### src/rtl/nubus_mem_arbiter.sv
// nubus_mem_arbiter
//   Shares one valid/strobe/ready memory port between requester A (NuBus slave path)
//   and requester B (local/host path). One owner is granted per access. The owner's
//   request is muxed onto the memory port, and ready/rdata are routed back to it. One
//   release cycle follows every access so the memory wait-state chain can clear.
//
// Parameters
//   PRIO_FIXED      0: round-robin on contention, 1: port A always wins contention
//   TIMEOUT_CLOCKS  grant cycles without m_ready_i before forced termination
//
// Ports
//   mem_clk, mem_reset        clock (posedge) and asynchronous active-high reset
//   a_*/b_*                   requester ports: valid held until ready, write = byte
//                             strobes (0 = read), addr, wdata in; rdata, ready out
//   m_*                       memory port: valid/write/addr/wdata out, rdata/ready in
//   arb_owner_o               0 = A, 1 = B (meaningful while arb_busy_o)
//   arb_busy_o                arbiter is in the grant state
//   a_err_o/b_err_o           only with NUBUS_MEM_ARB_TIMEOUT_EN: one-cycle pulse with the
//                             forced ready of a timed-out access
//
// Configuration
//   `define NUBUS_MEM_ARB_TIMEOUT_EN adds the grant timeout counter and the err ports.
module nubus_mem_arbiter #(
  parameter int unsigned PRIO_FIXED     = 0,
  parameter int unsigned TIMEOUT_CLOCKS = 15
) (
  input  logic        mem_clk,
  input  logic        mem_reset,

  input  logic        a_valid_i,
  input  logic [3:0]  a_write_i,
  input  logic [31:0] a_addr_i,
  input  logic [31:0] a_wdata_i,
  output logic [31:0] a_rdata_o,
  output logic        a_ready_o,

  input  logic        b_valid_i,
  input  logic [3:0]  b_write_i,
  input  logic [31:0] b_addr_i,
  input  logic [31:0] b_wdata_i,
  output logic [31:0] b_rdata_o,
  output logic        b_ready_o,

`ifdef NUBUS_MEM_ARB_TIMEOUT_EN
  output logic        a_err_o,
  output logic        b_err_o,
`endif

  output logic        m_valid_o,
  output logic [3:0]  m_write_o,
  output logic [31:0] m_addr_o,
  output logic [31:0] m_wdata_o,
  input  logic [31:0] m_rdata_i,
  input  logic        m_ready_i,

  output logic        arb_owner_o,
  output logic        arb_busy_o
);

  typedef enum logic [1:0] {StIdle, StGrant, StRelease} state_e;

  state_e      state_q, state_d;
  logic        owner_q, owner_d;
  logic        last_q, last_d;

  logic        own_valid;
  logic [3:0]  own_write;
  logic [31:0] own_addr;
  logic [31:0] own_wdata;
  logic        grant;
  logic        done;
  logic        term;
  logic [31:0] term_rdata;

`ifdef NUBUS_MEM_ARB_TIMEOUT_EN
  localparam int unsigned CntW =
      ($clog2(TIMEOUT_CLOCKS + 1) > 4) ? $clog2(TIMEOUT_CLOCKS + 1) : 4;
  logic [CntW-1:0] cnt_q, cnt_d;
  logic            tmo;
`else
  logic unused_tmo;
  assign unused_tmo = ^TIMEOUT_CLOCKS;
`endif

  assign own_valid = owner_q ? b_valid_i : a_valid_i;
  assign own_write = owner_q ? b_write_i : a_write_i;
  assign own_addr  = owner_q ? b_addr_i  : a_addr_i;
  assign own_wdata = owner_q ? b_wdata_i : a_wdata_i;
  assign grant     = (state_q == StGrant);

  // Memory port and response routing are combinational from the registered owner.
  always_comb begin
    m_valid_o = grant & own_valid;
    m_write_o = grant ? own_write : 4'b0000;
    m_addr_o  = grant ? own_addr  : 32'h0;
    m_wdata_o = grant ? own_wdata : 32'h0;
    done      = m_valid_o & m_ready_i;
`ifdef NUBUS_MEM_ARB_TIMEOUT_EN
    // A real acknowledge in the limit cycle takes precedence over the timeout.
    tmo        = m_valid_o & ~m_ready_i & (cnt_q == CntW'(TIMEOUT_CLOCKS - 1));
    term       = done | tmo;
    term_rdata = tmo ? 32'hFFFF_FFFF : m_rdata_i;
    a_err_o    = tmo & ~owner_q;
    b_err_o    = tmo & owner_q;
`else
    term       = done;
    term_rdata = m_rdata_i;
`endif
    a_ready_o = term & ~owner_q;
    b_ready_o = term & owner_q;
    a_rdata_o = (grant & ~owner_q) ? term_rdata : 32'h0;
    b_rdata_o = (grant & owner_q)  ? term_rdata : 32'h0;
  end

  assign arb_busy_o  = grant;
  assign arb_owner_o = owner_q;

  always_comb begin
    state_d = state_q;
    owner_d = owner_q;
    last_d  = last_q;
`ifdef NUBUS_MEM_ARB_TIMEOUT_EN
    cnt_d   = cnt_q;
`endif
    unique case (state_q)
      StIdle: begin
        if (a_valid_i | b_valid_i) begin
          state_d = StGrant;
          if (a_valid_i & b_valid_i) begin
            owner_d = (PRIO_FIXED != 0) ? 1'b0 : ~last_q;
          end else begin
            owner_d = b_valid_i;
          end
`ifdef NUBUS_MEM_ARB_TIMEOUT_EN
          cnt_d = '0;
`endif
        end
      end
      StGrant: begin
        if (!own_valid) begin
          // Abort: the owner withdrew before completion, fairness history kept.
          state_d = StRelease;
        end else if (term) begin
          state_d = StRelease;
          last_d  = owner_q;
        end else begin
`ifdef NUBUS_MEM_ARB_TIMEOUT_EN
          cnt_d = cnt_q + CntW'(1);
`endif
        end
      end
      StRelease: state_d = StIdle;
      default:   state_d = StIdle;
    endcase
  end

  always_ff @(posedge mem_clk or posedge mem_reset) begin
    if (mem_reset) begin
      state_q <= StIdle;
      owner_q <= 1'b0;
      last_q  <= 1'b1;
`ifdef NUBUS_MEM_ARB_TIMEOUT_EN
      cnt_q   <= '0;
`endif
    end else begin
      state_q <= state_d;
      owner_q <= owner_d;
      last_q  <= last_d;
`ifdef NUBUS_MEM_ARB_TIMEOUT_EN
      cnt_q   <= cnt_d;
`endif
    end
  end

endmodule

### config.mk
export PLATFORM = sky130hd
export DESIGN_NAME = nubus_mem_arbiter
export DESIGN_NICKNAME = d
export VERILOG_FILES = /design/src/rtl/nubus_mem_arbiter.sv
export SDC_FILE = /design/constraint.sdc
export NUM_CORES = 1
export LEC_CHECK = 0
export ABC_AREA = 1
export BUFFER_PORTS_ARGS = -buffer_cell sky130_fd_sc_hd__buf_4
export CAP_MARGIN = 0
export CORE_AREA = 2 2 119 121
export CTS_BUF_LIST = sky130_fd_sc_hd__clkbuf_8
export DETAILED_ROUTE_END_ITERATION = 8
export DIE_AREA = 0 0 121 123
export REMOVE_ABC_BUFFERS = 1
export SYNTH_ARGS = -nofsm -noshare
export SYNTH_HDL_FRONTEND = slang
export SYNTH_SLANG_ARGS = --single-unit
### constraint.sdc
create_clock -name mem_clk -period 1 [get_ports mem_clk]
set_input_delay 0.1 -clock mem_clk [delete_from_list [all_inputs] [get_ports mem_clk]]
set_output_delay 0.1 -clock mem_clk [all_outputs]
set_load 0.01 [all_outputs]
After elaboration in Yosys (flattened, before gate mapping). Index checks and enable logic that the tools add are counted.

Bits in registers: 4. Bits of input ports: 173. Logic and storage cells: 34. Output and inout port bits: 137.

Bitwise gates (word level): 10. Reductions and logical operators: 4. Multiplexer cells: 14. Eq/ne operators: 3.

Operators with widths (count): two-way mux 32 bit (6); two-way mux 4 bit (2); AND 1 bit (7); two-way mux 2 bit (3); case mux 2 bit (2 select lines) (1); AND reduction 2 bit (2); inequality test 3 x 2 -> 1 bit (second input constant) (1); AND reduction 3 bit (1); == test 2 x 1 -> 1 bit (second input constant) (1); logical NOT 2 bit (1); two-way mux 1 bit (2); inequality test 2 bit (second input constant) (1); inverter 1 bit (2); OR 1 bit (1).

Logic depth before layout (Yosys ltp). Gate-level depths: netlist of the first run.

Depth after elaboration: 6. Gate-level depth with buffers: 6.

Least setup slack after synthesis of the first run. No wires, ideal clock.

Kind: register to output. From: register owner_q (netlist: arb_owner_o). To: output port m_wdata_o[11]. Path slack: -0.252 ns. Data required time: 0.900 ns. Arrival: 1.152 ns. Cell stages (with the launch flop): 6. Cells stage by stage: dfrtp_1 -> clkinv_1 -> buf_2 -> buf_2 -> nand2_1 -> a21oi_1.

Cells in the longest elaborated chain, start to end: 2.

Ends and longest elaborated chain: from (decl) (RTL line 63) `logic owner_q, owner_d;`; from (signal assigned) (RTL line 167) `owner_q <= owner_d;`; two-way mux 32 bit (RTL line 88) `assign own_wdata = owner_q ? b_wdata_i : a_wdata_i;`; two-way mux 32 bit (RTL line 96) `m_wdata_o = grant ? own_wdata : 32'h0;`; to (decl) (RTL line 52) `output logic [31:0] m_wdata_o,`.

Every way passes these cells.

Worst setup path in the final report of the first run.
From: register state_q[1]. To: output port m_write_o[1].

Cells in the longest elaborated chain, start to end: 2.

Ends and longest elaborated chain: from (decl) (RTL line 62) `state_e state_q, state_d;`; from (signal assigned) (RTL line 159) `state_q <= StIdle;`; from (signal assigned) (RTL line 166) `state_q <= state_d;`; == test 2 x 1 -> 1 bit (RTL line 89) `assign grant = (state_q == StGrant);`; two-way mux 4 bit (RTL line 94) `m_write_o = grant ? own_write : 4'b0000;`; to (decl) (RTL line 50) `output logic [3:0] m_write_o,`.

Every way passes these cells.

==> results of run 1 <==
report_power, final:
part	total [mW]	internal [mW]	leakage [nW]	switching [mW]
Sequential	0.334	0.255	0.0465	0.0791
Clock	0.355	0.263	0.0269	0.0929
Combinational	11.1	5.40	2.76	5.75
through the flow:
stage / hold WS, ns / area [µm²] / std cells
2_1_floorplan: -0.135 / 1430 / 331
3_3_place_gp: 0.00153 / 4210 / 838
3_5_place_dp: 0.00461 / 4210 / 838
4_1_cts: 0.0882 / 4600 / 851
5_1_grt: 0.0935 / 5110 / 859
6_report: 0.104 / 5110 / 859
placed cells by master, fill, tap and decap left out:
cell type and count:
buf_4 316, nand2_1 106, nor2_1 55, a21oi_2 54
inv_1 36, nand2_4 25, nand2_2 16, nor2_2 13
a21oi_1 12, buf_12 12, clkbuf_16 6, buf_6 5
clkbuf_8 3, inv_2 2, a21oi_4 2, buf_16 2
buf_8 2, dfrtp_1 2, o21ai_0 1, nand3_1 1
nor2_4 1, clkinv_4 1, o21ai_1 1, nand3_2 1
nand4_1 1, dfrtp_2 1, dlygate4sd3_1 1, dfstp_2 1
flip-flops by register name, summed over array words and instances, names as in the netlist:
register,cells
last_q,1
state_q,2
arb_owner_o,1
cell usage after synthesis, drive strengths merged:
cell    count
nor2       69
clkbuf      9
nand4       1
buf        19
nand2     147
clkinv      1
dfstp       1
nand3       2
dfrtp       3
inv        37
o21ai       2
a21oi      68
critical path: stages (launching register included):
cell and delay, ns:
dfrtp_1 0.39, nor2_4 0.16, inv_2 0.08, buf_12 0.18, a21oi_1 0.17, buf_4 0.16
repair_timing:
item	CTS	global route
endpoints found under the hold margin	4	0
setup endpoints to repair	140	140
hold buffers	1	0
resized for setup	50	105
setup buffers	4	3
cloned	4	7
pin swaps	6	27
cell type report:
class	instances	area, µm²
Timing Repair Buffer	344	2910
Sequential cell	4	103
Tap cell	180	225
Multi-Input combinational cell	289	1680
Clock buffer	3	41.3
Clock inverter	1	3.75
Fill cell	1450	8500
Inverter	38	148
logic make-up after synthesis:
family | after synthesis
compound gates | 70
flops | 4
simple gates | 219
buf+inv | 66
path summary, 6_finish.rpt:
check / slack (ns) / depth (start not counted) / end
max: -0.51 / 5 / m_write_o[1]
min: 0.10 / 2 / state_q[0]
max reg2reg: -0.19 / 7 / state_q[1]
min reg2reg: 0.47 / 2 / last_q
max in group asynchronous: 0.44 / 3 / last_q
min in group asynchronous: 0.33 / 3 / arb_owner_o
per-layer routing:
layer / track usage / wire, µm
met5: 0 / 0
met3: 0.0346 / 1170
met1: 0.165 / 4750
met4: 0.0363 / 244
met2: 0.265 / 6460
==> results.sh, run 1 <==
export IMPL_outcome="finished, violations left"
export IMPL_failed_checks="setup timing"
export IMPL_yosysTopAreaCellShare=0.351
export IMPL_synth_top_area_cell="nand2_1"
export IMPL_grt_pass1_wl_um=16800
export IMPL_ys_warnings_count=0
export IMPL_worst_ep_arrival_time_ns=1.41
export IMPL_pre_cts_slack_ns=-0.266
export IMPL_clkTransAtPathRegs_ns=0.03
export IMPL_viasPerCell=4.04
export IMPL_final_util=0.375
export IMPL_io_buffers=309
export IMPL_synth_simple_area_share=0.531
export IMPL_fin_tns_setup_ns=-63.58
export IMPL_setup_viol=140
export IMPL_first_iter_violations=93
export IMPL_hold_viol_final=0
export IMPL_grt_max_degree=45
export IMPL_synth_cell_types=15
export IMPL_cap_violations=0
export IMPL_rsz0062_at_grt="true"
export IMPL_antenna_cells=0
export IMPL_hold_path_class="in2reg"
export IMPL_synth_area_leaders="nand2_1 35%, a21oi_1 22%, nor2_1 16%"
export IMPL_synthMuxAreaShare=0
export IMPL_wl_um=12600
export IMPL_synth_seq_cells=4
export IMPL_cts_buffers=3
export IMPL_power_mw=11.8
export IMPL_drtAntennaViolNets=0
export IMPL_reg2reg_from="state_q[1]"
export IMPL_vias=3473
export IMPL_antenna_found_initial=0
export IMPL_die_area_um2=14900
export IMPL_layout_drive_gt1_share=0.682
export IMPL_synth_adder_area_share=0
export IMPL_fin_crit_sh=1.51
export IMPL_cts_tree="built"
export IMPL_worstPathMaxFanout=44
export IMPL_nNetsFinal=853
export IMPL_clock_path_buffers=2
export IMPL_skew_ns=0.000953
export IMPL_area_delta_synth_final_pct=225
export IMPL_critPathLaunch="state_q[1]"
export IMPL_clockRootBuffer="clkbuf_8"
export IMPL_pin_count=310
export IMPL_drt_pass1_iterations=4
export IMPL_drc=0
export IMPL_cts_sinks=4
export IMPL_critPathCaptureType="primary output"
export IMPL_dp_final_hpwl_um=9470
export IMPL_initial_utilization=0.115
export IMPL_slew_headroom=0.803
export IMPL_synth_top_family_by_area="simple AND/OR/NAND/NOR gates"
export IMPL_p_leak_nw=2.83
export IMPL_track_usage=0.143
export IMPL_seq_area_frac_synth=0.0645
export IMPL_hp_start="m_ready_i"
export IMPL_fin_crit_ns=1.51
export IMPL_synth_area_um2=1570
export IMPL_insertion_delay_ns=0.22
export IMPL_worstPathRequired_ns=0.90
export IMPL_gp_congestion=0.793
export IMPL_htree_num_levels=1
export IMPL_die_w_um=121
export IMPL_critical_path_class="reg2out"
export IMPL_p_per_area_nw_per_um2=2320
export IMPL_max_freq_mhz=660
export IMPL_die_h_um=123
export IMPL_syn_inst=359
export IMPL_synth_compound_area_frac=0.223
export IMPL_syn_avg_cell_area_um2=4.37
export IMPL_grt_pass1_vias=3130
export IMPL_num_rows=43
export IMPL_cp_start_kind="flop"
export IMPL_synthXorXnorAreaFrac=0
export IMPL_core_um2=13600
export IMPL_slew_viol_final=0
export IMPL_wl_per_cell_um=14.7
export IMPL_ir_drop_mv=0.946
export IMPL_overflow=0
export IMPL_tightest_slew_ns=0.296
export IMPL_post_route_worst_setup_slack_ns=-0.515
No activity file was read; power rests on OpenSTA's default activity.
==> run 2, diff against run 1 <==
ABC_AREA = not set   (was 1)
CAP_MARGIN = not set   (was 0)
==> run 2 against run 1 <==
Net effect:
- the flow still finishes with violations (setup timing)
- via count fell by 12%
- core utilization is 1.0 points lower
- register-to-register slack worse by 0.08 ns
- total power rose by 7.6%
- combinational power up 8%
- critical path depth unchanged
- area after synthesis rose by 10%
- die area unchanged
- largest cell class unchanged
- routed wire length down 16%
- final area shrank 2.7%
- non-clock buffer count grew 11
==> results.sh, run 2 <==
export IMPL_wl_um=10600
export IMPL_cts_buffers=3
export IMPL_cp_start_kind="flop"
export IMPL_synth_edff_count=0
export IMPL_synth_cell_types=22
export IMPL_worstPathRequired_ns=0.90
export IMPL_die_w_um=121
export IMPL_largest_reg_flops=2
export IMPL_viasPerCell=4.03
export IMPL_synth_flop_cell="dfrtp_1"
export IMPL_p_leak_nw=2.83
export IMPL_outcome="finished, violations left"
export IMPL_worst_ep_arrival_time_ns=1.48
export IMPL_post_route_worst_setup_slack_ns=-0.583
export IMPL_placed_area_um2=4410
export IMPL_htree_num_levels=1
export IMPL_die_area_um2=14900
export IMPL_power_switching_mw=5.41
export IMPL_pin_count=310
export IMPL_synth_seq_cells=4
export IMPL_hold_path_class="in2reg"
export IMPL_grt_pass1_wl_um=14000
export IMPL_grt_pass1_vias=2676
export IMPL_grt_max_degree=33
export IMPL_clockRootBuffer="clkbuf_8"
export IMPL_overflow=0
export IMPL_synth_area_um2=1730
export IMPL_cts_tree="built"
export IMPL_fin_crit_sh=1.58
export IMPL_ir_drop_mv=0.985
export IMPL_dp_final_hpwl_um=8120
export IMPL_vias=3073
export IMPL_drtAntennaViolNets=0
export IMPL_clkTransAtPathRegs_ns=0.04
export IMPL_critical_path_class="reg2out"
export IMPL_fin_tns_setup_ns=-70.77
export IMPL_skew_ns=0.00600
export IMPL_failed_checks="setup timing"
export IMPL_rsz0062_at_grt="true"
export IMPL_ys_warnings_count=0
export IMPL_design_area_um2=4970
export IMPL_largest_register="state_q"
export IMPL_initial_utilization=0.127
export IMPL_p_seq_frac=0.031
export IMPL_num_rows=43
export IMPL_core_um2=13600
export IMPL_place_inst=740
export IMPL_grtUsageMet2=0.229
export IMPL_grt_busiest_layer="met2"
export IMPL_clock_power_share=0.028
export IMPL_die_h_um=123
export IMPL_gp_congestion=0.761
export IMPL_synth_top_cells_by_count="75 x nor2_1, 69 x mux2i_1, 32 x and2_1, 32 x and3_1"
export IMPL_p_sw_frac=0.425
export IMPL_worstPathMaxFanout=7
export IMPL_clock_path_buffers=2
export IMPL_nNetsFinal=757
export IMPL_grt_use_met3=0.0272
export IMPL_p_per_area_nw_per_um2=2560
export IMPL_final_cells=763
export IMPL_cts_sinks=4
export IMPL_p_comb_frac=0.942
export IMPL_first_iter_violations=53
export IMPL_tightest_slew_ns=0.301
export IMPL_cap_violations=0
export IMPL_max_freq_mhz=632
export IMPL_drt_pass1_iterations=4
export IMPL_power_mw=12.7
export IMPL_critPathCaptureType="primary output"
export IMPL_insertion_delay_ns=0.22
export IMPL_fin_crit_ns=1.58
export IMPL_antenna_found_initial=0
export IMPL_synth_top_area_cell="mux2i_1"
export IMPL_layout_drive_gt1_share=0.662
export IMPL_slew_viol_final=0
export IMPL_internal_power_mw=7.33
export IMPL_min_path_cells=3
export IMPL_synth_area_leaders="mux2i_1 40%, nor2_1 16%, and2_1 12%"
export IMPL_final_cell_mix="313 x buf_4, 68 x nor2_1, 58 x mux2i_1"
export IMPL_pre_cts_slack_ns=-0.320
export IMPL_setup_viol=141
export IMPL_io_buffers=309
export IMPL_use_met1=0.131
export IMPL_seq_area_frac_synth=0.0586
export IMPL_async_flop_share=1.00
export IMPL_antenna_cells=0
export IMPL_final_util=0.365
export IMPL_wl_per_cell_um=13.9
export IMPL_synth_most_common_cell="nor2_1"
export IMPL_hold_viol_final=0
export IMPL_reg2regPathDepth=4
export IMPL_hold_ws_ns=0.149
export IMPL_final_common_cell="buf_4"
export IMPL_area_delta_synth_final_pct=187
export IMPL_n_fill_cell=1449
export IMPL_slew_headroom=0.800
export IMPL_track_usage=0.117
export IMPL_syn_avg_cell_area_um2=6.92
export IMPL_drc=0
export IMPL_yosysTopAreaCellShare=0.399
export IMPL_syn_inst=250
[run 2: area by class of cell]
type                            count  area (µm²)  share of cell area
Clock buffer                        3        41.3             0.00830
Sequential cell                     4         105              0.0211
Tap cell                          180         225              0.0453
Inverter                            2        15.0             0.00302
Multi-Input combinational cell    218        1560               0.314
Timing Repair Buffer              355        3020               0.608
Clock inverter                      1        3.75            0.000755
[run 2: power by group through the flow]
stage / Sequential, mW / Combinational, mW / Clock (mW)
final: 0.392 / 12.0 / 0.352
after global routing: 0.406 / 12.8 / 0.371
after CTS: 0.373 / 11.1 / 0.364
after detailed placement: 0.360 / 9.71 / 0
after global placement: 0.353 / 9.73 / 0
after floorplan: 0.482 / 2.07 / 0
[run 2: cell families (layout without fill, tap and decap cells)]
logic type | Yosys count | count (layout) | share of synthesized area
flip-flops | 4 | 4 | 0.0586
buffers and inverters | 28 | 361 | 0.101
AO/OA/AOI/OAI | 3 | 3 | 0.0145
multiplexers | 69 | 69 | 0.399
AND/OR/NAND/NOR | 146 | 146 | 0.427
[run 2: final timing paths]
path                            slack, ns         from             to
worst max-delay path                -0.58  arb_owner_o  m_wdata_o[27]
worst min-delay path                 0.15    m_ready_i     state_q[1]
worst max register to register      -0.27  arb_owner_o     state_q[0]
worst min register to register       0.52   state_q[1]     state_q[0]
max in group asynchronous            0.41    mem_reset         last_q
min in group asynchronous            0.34    mem_reset    arb_owner_o
[run 2: critical path, stage by stage, from the launching register on]
cell and delay (ns):
dfrtp_4 0.54, buf_12 0.16, clkbuf_16 0.16, mux2i_2 0.19
nor2_1 0.06, buf_4 0.15
[run 2: layer usage]
layer,vias up,wire length [µm]
met4,0,40
met3,2,1120
met5,-,0
li1,1512,-
met2,184,5610
met1,1375,3850
[run 2: repair_timing]
item	4_1_cts	5_1_grt
pin swaps	6	1
setup endpoints to repair	141	141
setup buffers	4	7
hold endpoints to repair	4	0
gates resized for setup	30	29
hold buffers	1	0
gates cloned	4	4
==> run 3, diff against run 2 <==
==> constraint.sdc (replaced) <==
create_clock -name mem_clk -period 1 [get_ports mem_clk]
set_input_delay 0.2 -clock mem_clk [delete_from_list [all_inputs] [get_ports mem_clk]]
set_output_delay 0.2 -clock mem_clk [all_outputs]
set_load 0.01 [all_outputs]
==> run 3 against run 2 <==
Net effect:
- the run still ends with setup timing left
- sequential share of layout area fell by 0.12 points
- core utilization increased by 2.3 points
- first-iteration DRC count decreased by 9.4%
- worst setup slack worse by 0.11 ns
- maximum frequency fell by 6.4%
- register-to-register slack got worse by 0.12 ns
- die area is the same
- global-route usage is 0.36 points higher
- total power up 9.8%
- hold slack better by 0.087 ns
- critical endpoint is now a_rdata_o[6]
- largest cell class unchanged
- largest power group unchanged
==> results.sh, run 3 (synthesis gave the netlist of run 2 again) <==
export IMPL_final_cells=766
export IMPL_initial_utilization=0.127
export IMPL_htree_num_levels=1
export IMPL_slew_viol_final=0
export IMPL_cts_buffers=3
export IMPL_p_comb_frac=0.947
export IMPL_die_h_um=123
export IMPL_n_fill_cell=1403
export IMPL_vias=3086
export IMPL_post_route_worst_setup_slack_ns=-0.692
export IMPL_cp_common_cell="buf_4"
export IMPL_cp_cell_sequence="buf_4 > nor2_4 > buf_12 > and2_1 > buf_4"
export IMPL_overflow=0
export IMPL_internal_power_mw=8.07
export IMPL_num_rows=43
export IMPL_hold_ws_ns=0.236
export IMPL_rsz0062_at_grt="true"
export IMPL_die_w_um=121
export IMPL_setup_viol=141
export IMPL_place_inst=740
export IMPL_antenna_cells=0
export IMPL_hold_path_class="in2reg"
export IMPL_largest_register="state_q"
export IMPL_die_area_um2=14900
export IMPL_nNetsFinal=760
export IMPL_largest_reg_flops=2
export IMPL_slew_headroom=0.819
export IMPL_viasPerCell=4.03
export IMPL_clkTransAtPathRegs_ns=0.04
export IMPL_skew_ns=0.00363
export IMPL_tightest_slew_ns=0.270
export IMPL_p_sw_frac=0.423
export IMPL_fin_crit_sh=1.69
export IMPL_first_iter_violations=48
export IMPL_drtAntennaViolNets=0
export IMPL_critPathCaptureType="primary output"
export IMPL_wl_um=11500
export IMPL_wl_per_cell_um=15.0
export IMPL_p_per_area_nw_per_um2=2650
export IMPL_antenna_found_initial=0
export IMPL_cts_tree="built"
export IMPL_max_freq_mhz=591
export IMPL_crit_slowest_cell="dfrtp_4"
export IMPL_grt_pass1_wl_um=14400
export IMPL_worstPathMaxFanout=32
export IMPL_final_common_cell="buf_4"
export IMPL_drc=0
export IMPL_worst_ep_arrival_time_ns=1.49
export IMPL_p_seq_frac=0.027
export IMPL_worst_path_buf_inv=3
export IMPL_area_delta_synth_final_pct=205
export IMPL_p_leak_nw=2.85
export IMPL_fin_crit_ns=1.69
export IMPL_track_usage=0.121
export IMPL_clockRootBuffer="clkbuf_8"
export IMPL_pin_count=310
export IMPL_cts_sinks=4
export IMPL_core_um2=13600
export IMPL_io_buffers=309
export IMPL_cap_violations=0
export IMPL_critical_path_class="reg2out"
export IMPL_dp_final_hpwl_um=8060
export IMPL_critPathTopFamily="flip-flops"
export IMPL_insertion_delay_ns=0.22
export IMPL_gp_congestion=0.805
export IMPL_final_cell_mix="288 x buf_4, 60 x mux2i_1, 57 x nor2_1"
export IMPL_hold_viol_final=0
export IMPL_clock_path_buffers=2
export IMPL_layout_drive_gt1_share=0.718
export IMPL_cp_start_kind="flop"
export IMPL_cp_slowest_stage_delay_ns=0.52
export IMPL_failed_checks="setup timing"
export IMPL_outcome="finished, violations left"
export IMPL_power_switching_mw=5.92
export IMPL_grt_pass1_vias=2796
export IMPL_drt_pass1_iterations=4
export IMPL_pre_cts_slack_ns=-0.479
export IMPL_grt_max_degree=37
export IMPL_ir_drop_mv=1.29
export IMPL_worstPathRequired_ns=0.80
export IMPL_clock_power_share=0.026
run 3: cell types whose count changed in the layout (fill, tap and decap cells not counted), moves of 2 or more:
| cell | previous run | this run |
|---|---|---|
| nor2_4 | 1 | 4 |
| mux2i_1 | 58 | 60 |
| buf_16 | 4 | 7 |
| buf_4 | 313 | 288 |
| and3_4 | 4 | 27 |
| buf_6 | 22 | 50 |
| and3_1 | 28 | 5 |
| nor2_1 | 68 | 57 |
| buf_8 | 2 | 0 |
| nor2_2 | 7 | 15 |
run 3: timing repair:
item | 4_1_cts | 5_1_grt
gates cloned | 5 | 5
endpoints found under the hold margin | 3 | 0
buffers inserted | 9 | 2
endpoints found under the setup margin | 141 | 141
gates resized for setup | 42 | 78
pin swaps | 9 | 15
hold buffers | 1 | 0
run 3: per-stage QoR:
stage	TNS (ns)	total power, mW	area [µm²]	util
2_1_floorplan	-347.13	2.55	1570	-
3_3_place_gp	-50.74	9.96	4400	0.323
3_5_place_dp	-51.15	9.95	4400	0.323
4_1_cts	-83.85	12.4	4850	0.356
5_1_grt	-91.20	14.8	5280	0.388
6_report	-83.52	14.0	5280	0.388
run 3: path summary, 6_finish.rpt:
kind	from	endpoint	slack (ns)	cells past startpoint
max in group asynchronous	mem_reset	last_q	0.34	3
min in group asynchronous	mem_reset	arb_owner_o	0.43	3
max	arb_owner_o	a_rdata_o[6]	-0.69	5
min	m_ready_i	state_q[1]	0.24	3
min reg2reg	state_q[1]	state_q[0]	0.52	2
max reg2reg	arb_owner_o	state_q[0]	-0.39	5
run 3: cell type report:
| class | count | area, µm² | area share |
|---|---|---|---|
| multi-input combinational | 218 | 1710 | 0.323 |
| tap | 180 | 225 | 0.0427 |
| inverter | 2 | 15.0 | 0.00284 |
| clock buffer | 3 | 41.3 | 0.00782 |
| sequential | 4 | 105 | 0.0199 |
| clock inverter | 1 | 3.75 | 0.000711 |
| timing repair buffer | 358 | 3180 | 0.603 |
run 3: worst register-to-register path, stage by stage, from the launching register on:
cell and delay (ns):
dfrtp_4 0.52, buf_16 0.19, mux2i_4 0.21, buf_6 0.12, o22a_1 0.19, nor2_2 0.09
run 3: power groups by stage:
stage / Combinational (mW) / Clock, mW / Sequential, mW
detailed placement: 9.60 / 0 / 0.357
floorplan: 2.07 / 0 / 0.482
CTS: 11.7 / 0.371 / 0.366
global route: 14.1 / 0.399 / 0.387
finish: 13.2 / 0.369 / 0.376
global placement: 9.61 / 0 / 0.354
run 3: routing by layer:
metal	global-route usage	routed length, µm	vias up	share of wire
li1	-	-	1521	-
met1	0.133	4350	1375	0.38
met2	0.243	6130	185	0.53
met3	0.0221	956	5	0.083
met4	0.0174	48	0	0.0042
met5	0	0	-	0
